**config.mk**
```make
export PLATFORM = sky130hd
export DESIGN_NAME = uart_tx
export DESIGN_NICKNAME = d
export VERILOG_FILES = /design/src/rtl/uart_tx.sv
export SDC_FILE = /design/constraint.sdc
export NUM_CORES = 1
export LEC_CHECK = 0
export CAP_MARGIN = 40
export CORE_ASPECT_RATIO = 1.1
export CORE_UTILIZATION = 55
export DETAILED_ROUTE_END_ITERATION = 10
export DONT_BUFFER_PORTS = 1
export GPL_ROUTABILITY_DRIVEN = 0
export GPL_TIMING_DRIVEN = 0
export PLACE_DENSITY = 0.7
export SLEW_MARGIN = 40
export SYNTH_ARGS = -nofsm -noshare
export SYNTH_HDL_FRONTEND = slang
export SYNTH_SLANG_ARGS = --single-unit
```
**constraint.sdc**
```tcl
create_clock -name clock -period 2.15 [get_ports clock]
set_input_delay 0.43 -clock clock [delete_from_list [all_inputs] [get_ports clock]]
set_output_delay 0.43 -clock clock [all_outputs]
set_load 0.05 [all_outputs]
```
**src/rtl/uart_tx.sv**
```systemverilog
// 8N1 UART transmitter for the command link: sends {dado, instrucao} LSB first.
// Define UART_TX_PARITY_EN to insert an even-parity bit before the stop bit.
//
// state  | meaning
// IDLE   | line high, waiting for enviar
// START  | start bit (0)
// DATA   | 8 data bits, LSB first
// PARITY | even parity of the latched byte (UART_TX_PARITY_EN only)
// STOP   | stop bit (1)
// DONE   | one-cycle feito pulse
module uart_tx #(
  parameter int CLKS_PER_BIT = 5208
) (
  input  logic       clock,
  input  logic       reset,
  input  logic [3:0] instrucao,
  input  logic [3:0] dado,
  input  logic       enviar,
  output logic       tx,
  output logic       ocupado,
  output logic       feito,
  output logic [7:0] led
);

  localparam int CW = (CLKS_PER_BIT > 1) ? $clog2(CLKS_PER_BIT) : 1;
  localparam logic [CW-1:0] LAST = CW'(CLKS_PER_BIT - 1);

`ifdef UART_TX_PARITY_EN
  typedef enum logic [2:0] {IDLE, START, DATA, PARITY, STOP, DONE} state_t;
`else
  typedef enum logic [2:0] {IDLE, START, DATA, STOP, DONE} state_t;
`endif

  state_t          state, state_nxt;
  logic [CW-1:0]   baud_cnt;
  logic [2:0]      bit_idx;
  logic [7:0]      shreg;
  logic            bit_end;
  logic            load;

  assign bit_end = (baud_cnt == LAST);

  always_ff @(posedge clock or posedge reset) begin
    if (reset) state <= IDLE;
    else       state <= state_nxt;
  end

  // tx is decoded from state so an async reset forces the line high at once
  always_comb begin
    state_nxt = state;
    tx        = 1'b1;
    ocupado   = 1'b0;
    feito     = 1'b0;
    load      = 1'b0;
    case (state)
      IDLE: begin
        if (enviar) begin
          load      = 1'b1;
          state_nxt = START;
        end
      end
      START: begin
        tx      = 1'b0;
        ocupado = 1'b1;
        if (bit_end) state_nxt = DATA;
      end
      DATA: begin
        tx      = shreg[0];
        ocupado = 1'b1;
        if (bit_end && bit_idx == 3'd7) begin
`ifdef UART_TX_PARITY_EN
          state_nxt = PARITY;
`else
          state_nxt = STOP;
`endif
        end
      end
`ifdef UART_TX_PARITY_EN
      PARITY: begin
        tx      = ^led;
        ocupado = 1'b1;
        if (bit_end) state_nxt = STOP;
      end
`endif
      STOP: begin
        ocupado = 1'b1;
        if (bit_end) state_nxt = DONE;
      end
      DONE: begin
        feito     = 1'b1;
        state_nxt = IDLE;
      end
      default: state_nxt = IDLE;
    endcase
  end

  always_ff @(posedge clock or posedge reset) begin
    if (reset) begin
      shreg    <= 8'h00;
      led      <= 8'h00;
      baud_cnt <= '0;
      bit_idx  <= 3'd0;
    end else if (load) begin
      shreg    <= {dado, instrucao};
      led      <= {dado, instrucao};
      baud_cnt <= '0;
      bit_idx  <= 3'd0;
    end else if (ocupado) begin
      if (bit_end) begin
        baud_cnt <= '0;
        if (state == DATA) begin
          shreg   <= {1'b0, shreg[7:1]};
          bit_idx <= bit_idx + 3'd1;
        end
      end else begin
        baud_cnt <= baud_cnt + CW'(1);
      end
    end else begin
      baud_cnt <= '0;
    end
  end

endmodule

```
# ---- Yosys cells after proc, flatten, opt, wreduce, memory -nomap -nowiden
# Index checks and enable logic that the tools add are counted.
dict set report word_totals {
  out_inout_bits 11
  inputBits 11
  ff_bits 35
  wordCells 46
}
dict set report op_classes {
  add_sub_neg 2
  reduce_logical 8
  eq_ne 10
  mux 21
}
# operator n
set op_table {}
lappend op_table {{13-bit two-way mux} 3}
lappend op_table {{8-bit two-way mux} 4}
lappend op_table {{3-bit two-way mux} 8}
lappend op_table {{13-bit by 1-bit adder with 13-bit output (second input constant)} 1}
lappend op_table {{13-bit equality test (second input constant)} 1}
lappend op_table {{3-bit one-hot mux with 4 select lines} 1}
lappend op_table {{2-bit != test (second input constant)} 4}
lappend op_table {{3-bit by 2-bit equality test with 1-bit output (second input constant)} 2}
lappend op_table {{3-bit equality test (second input constant)} 2}
lappend op_table {{2-bit nonzero test} 3}
lappend op_table {{1-bit two-way mux} 4}
lappend op_table {{4-bit AND reduction} 1}
lappend op_table {{3-bit by 1-bit adder with 3-bit output (second input constant)} 1}
lappend op_table {{3-bit by 1-bit equality test with 1-bit output (second input constant)} 1}
lappend op_table {{3-bit logical NOT} 1}
lappend op_table {{3-bit AND reduction} 1}
lappend op_table {{3-bit OR reduction} 1}
lappend op_table {{1-bit one-hot mux with 2 select lines} 1}
lappend op_table {{1-bit logical AND} 1}

# ---- Longest topological paths before layout
dict set report logic_depth {
  ltp_word 5
  mapped_depth 6
  mapped_depth_nobuf 5
}

# ---- Worst setup path before layout
# Ideal clock, no wire load.
dict set report synth_path {
  path_kind {reg-to-reg}
  start {register state[0]}
  end {register state[0]}
  setup_time_ns 0.125
  arrival_ns 1.740
  required_time_ns 2.025
  path_stages_with_launch 6
  period_less_slack_ns 1.864
  path_buffers 1
  setup_slack_ns 0.286
  path_cell_list {dfrtp_1 buf_2 nor2_1 nor2_1 nand2_1 mux2_2}
}
dict set report synth_via {
  elab_chain_len 3
  word_cells_on_any_way 10
  cone_classes {eq/ne: 7; mux: 1; reduce/logical: 2}
}
# item line_no
set synth_lines {}
lappend synth_lines {{from (decl)} 34} ;# state_t state, state_nxt;
lappend synth_lines {{from (signal assigned)} 45} ;# else state <= state_nxt;
lappend synth_lines {{3-bit by 2-bit equality test with 1-bit output (tied with other cells)} 55} ;# case (state)
lappend synth_lines {{2-bit != test (no source line)} --}
lappend synth_lines {{4-bit AND reduction (no source line)} --}
# Parallel ways exist; a longest one is shown, timed or not.
# A chain may end at the register's enable or synchronous reset.

# ---- Worst setup path after layout
dict set report layout_path {
  start {register state[1]}
  end {output port feito}
}
dict set report layout_via {
  elab_chain_len 2
}
# item line_no
set layout_lines {}
lappend layout_lines {{3-bit equality test} 55}
lappend layout_lines {{1-bit two-way mux} 55}
lappend layout_lines {{to (decl)} 21} ;# output logic feito,
# Every way passes these cells.

==> impl_summary.log <==
INFO  metric result_of_the_run = finished clean
INFO  metric syn_avg_cell_area = between 10 and 15 um^2
INFO  metric number_of_global_route_vias_before_repair = approximately 1100
INFO  metric start_kind = register
INFO  metric post_route_cells_drive_above_1_share = between 10% and 20%
INFO  metric netlist_area_before_placement = 0.00171 mm^2
INFO  metric fin_nets = ~170
INFO  metric place.detailed.hpwl = just under 2000 um
INFO  metric layout_common_cells = sky130_fd_sc_hd__dfrtp_1 (35), sky130_fd_sc_hd__nor2_1 (24), sky130_fd_sc_hd__nand3_1 (9), sky130_fd_sc_hd__mux2i_1 (9), sky130_fd_sc_hd__xnor2_1 (8)
INFO  metric netlist_instances = 151
INFO  metric timing_worst_setup_path_type = reg2out
INFO  metric die_width = 55.2 um
INFO  metric postSynthRegisterBits = 35
INFO  metric grt.overflow.total = 0
INFO  metric worst-endpoint-arrival = ~1.5 ns
INFO  metric synthesis.yosys.warnings = 0
INFO  metric rr_endpoint = state[0]
INFO  metric placed_instance_count = roughly 180
INFO  metric antenna_cell_count = 0
INFO  metric die_h = 60.5 um
INFO  metric power-per-cell-area = 1100 mW/mm^2
INFO  metric cts.htree.levels = 2
INFO  metric tritoncts.num_buffers = 5
INFO  metric cts_tree = built
INFO  metric cp_max_fo = 7
INFO  metric die-area = between 0.003 and 0.004 mm^2
INFO  metric avgRoutedWirePerCell = roughly 14 um
INFO  metric timing.max_cap.violations = 0
INFO  metric leak = 0.854 nW
INFO  metric final_area = around 0.0018 mm^2
INFO  metric timing.final.crit_share = 91.3%
INFO  metric drt_iter0_markers = 34
INFO  metric multi_input_comb_area = about 750 um^2
INFO  metric clk-insertion-delay-late = between 0.3 and 0.4 ns
INFO  metric cp-end-kind = output port
INFO  metric setup.reg_to_reg.worst_slack = roughly 0.40 ns
INFO  metric synth.mux.area_fraction = between 10 and 15%
INFO  metric total_iterations_of_the_first_detailed_routing_run = 4
INFO  metric io_buffer_count = 0
INFO  metric critPathRequiredTime = between 1.5 and 2 ns
INFO  metric grt_pass1_wl = ~4800 um
INFO  metric floorplan_core_area = between 0.002 and 0.003 mm^2
INFO  metric max_freq = approximately 510 MHz
INFO  metric synth.net_count = 165
INFO  metric ir_worst_vdd = between 0.8 and 0.9 mV
INFO  metric clock_sinks = 35
INFO  metric post_cts_resize_count = 0
INFO  metric totalWireLength = about 2800 um
INFO  metric final_common_cell = sky130_fd_sc_hd__dfrtp_1
INFO  metric skew = between 0.01 and 0.015 ns
INFO  metric hold_path.class = in2async
INFO  metric timing_max_transition_violations_final = 0
INFO  metric critical_path.reg2reg.startpoint = state[0]
INFO  metric synthToLayoutAreaGrowth = 5.56%
INFO  metric cts.reportedPaths.clkPinSlew = 0.10 ns
INFO  metric vias = roughly 1100
INFO  metric filler_instances = between 200 and 250
INFO  metric synth-simple-area-share = 19.7%
INFO  metric holdBufCountCts = 0
INFO  metric floorplan.io_pins = 22
INFO  metric grt_max_degree = 36
INFO  metric post_cts_setup_buffer_count = 0
INFO  metric ys_types = 28
INFO  metric timing.final.hold_violations = 0
INFO  metric route.antenna.remaining_nets = 0
INFO  metric post_synth_fa_ha_maj_area_fraction = approximately 2.2%
INFO  metric synth-compound-area-share = under 10%
INFO  metric tightestPinTransition = between 0.6 and 0.7 ns
INFO  metric fin_tns_setup = 0 ns
INFO  metric cts_buffer_depth = 2
INFO  metric worst_r2r_path_depth = 5
INFO  metric via_cell_ratio = approximately 5.7
INFO  metric clock_tree.root_cell = sky130_fd_sc_hd__clkbuf_4
INFO  metric groute.usage.overall = 21.0%
INFO  metric fin_crit = 1.96 ns
INFO  metric setup_violations = 0
INFO  metric combinational_family_with_the_most_area_after_synthesis = simple AND/OR/NAND/NOR gates
INFO  metric regArea = ~880 um^2
INFO  metric postPlaceCellArea = 0.00175 mm^2
INFO  metric post_route_non_filler_standard_cell_count = around 190
INFO  metric drc = 0
INFO  metric core.rowCount = 20
INFO  metric grt_setup_unrepaired = false
INFO  metric slew-limit-headroom = 59.2%
INFO  metric antenna_violations_before_repair = 0
INFO  metric synth_sequential_area_ratio = ~51%
INFO  metric yosys.area_share.xor_xnor = 6.14%
INFO  metric initial_standard_cell_utilization_of_the_core = between 50% and 60%
[worst max path at each step]
stage / from / endpoint / slack [ns] / cells past startpoint
after floorplan: state[0] / state[0] / 0.29 / 5
after global placement: state[0] / baud_cnt[4] / 0.11 / 6
after detailed placement: state[0] / baud_cnt[5] / 0.40 / 6
after CTS: state[1] / feito / 0.16 / 3
after global routing: state[1] / feito / 0.06 / 3
final: state[1] / feito / 0.19 / 3
[layout make-up]
type / count / share of cell area, %
Sequential cell: 35 / 48.5
Buffer: 8 / 4.09
Clock inverter: 1 / 0.277
Multi-Input combinational cell: 104 / 41.4
Tap cell: 33 / 2.29
Inverter: 4 / 0.901
Clock buffer: 7 / 2.49
[flip-flops by register name, summed over array words and instances, names as in the netlist]
| name | flops |
|---|---|
| led | 8 |
| bit_idx | 3 |
| state | 3 |
| baud_cnt | 13 |
| shreg | 8 |
[routing by layer]
metal | GRT usage [%] | vias to the layer above | share of wire, %
li1 | - | 533 | -
met1 | 23.3 | 513 | 44
met2 | 34.9 | 35 | 48
met3 | 8.27 | 6 | 5.9
met4 | 9.64 | 0 | 1.9
met5 | 0 | - | 0
[kinds of logic (layout without fill, tap and decap cells)]
kind of cell	count (synthesis)	in the layout
xor+xnor	12	12
flops	35	35
fa+ha+maj	3	3
mux	17	17
buf+inv	12	20
simple gates	60	60
compound gates	12	12
[where the power goes]
part | total [mW] | switching, mW | internal [mW]
clock network | 0.338 | 0.211 | 0.127
logic | 0.500 | 0.274 | 0.226
registers | 1.14 | 0.330 | 0.810
total | 1.98 | 0.815 | 1.16
[worst max-delay path, cell delays in order (launching register included)]
cell and delay [ns]:
sky130_fd_sc_hd__dfrtp_1 0.38, sky130_fd_sc_hd__buf_4 0.16, sky130_fd_sc_hd__nor2_1 0.20, sky130_fd_sc_hd__and2_1 0.47
[stage by stage]
step                utilization, %  setup slack, ns  power [mW]  hold WS (ns)
floorplan                        -            0.286        1.56         0.433
global placement              61.4            0.115        1.64         0.447
detailed placement            61.5            0.404        1.66         0.464
CTS                           63.2            0.163        2.00        0.0953
global route                  63.3           0.0592        2.09        0.0534
finish                        63.3            0.187        1.98       0.00425
[synthesized netlist by cell type]
library cell	count	share of area [%]
sky130_fd_sc_hd__a21oi_1	7	2.0
sky130_fd_sc_hd__and2_1	1	0.37
sky130_fd_sc_hd__and3_1	2	0.73
sky130_fd_sc_hd__and4b_1	2	1.2
sky130_fd_sc_hd__and4bb_2	1	0.73
sky130_fd_sc_hd__buf_2	2	0.59
sky130_fd_sc_hd__buf_4	1	0.44
sky130_fd_sc_hd__buf_6	5	3.3
sky130_fd_sc_hd__dfrtp_1	35	51
sky130_fd_sc_hd__ha_1	3	2.2
sky130_fd_sc_hd__inv_1	4	0.88
sky130_fd_sc_hd__mux2_2	1	0.66
sky130_fd_sc_hd__mux2_4	7	6.1
sky130_fd_sc_hd__mux2i_1	9	5.3
sky130_fd_sc_hd__nand2_1	5	1.1
sky130_fd_sc_hd__nand3_1	9	2.6
sky130_fd_sc_hd__nand4_1	4	1.5
sky130_fd_sc_hd__nand4_4	1	1.2
sky130_fd_sc_hd__nor2_1	25	5.5
sky130_fd_sc_hd__nor3_1	6	1.8
sky130_fd_sc_hd__nor3b_1	1	0.44
sky130_fd_sc_hd__nor4b_4	1	1.4
sky130_fd_sc_hd__o21ai_0	1	0.29
sky130_fd_sc_hd__o21ai_1	4	1.2
sky130_fd_sc_hd__or2_2	1	0.37
sky130_fd_sc_hd__or4b_4	1	0.80
sky130_fd_sc_hd__xnor2_1	8	4.1
sky130_fd_sc_hd__xor2_1	4	2.0
Power figures use the tool's default switching activity.
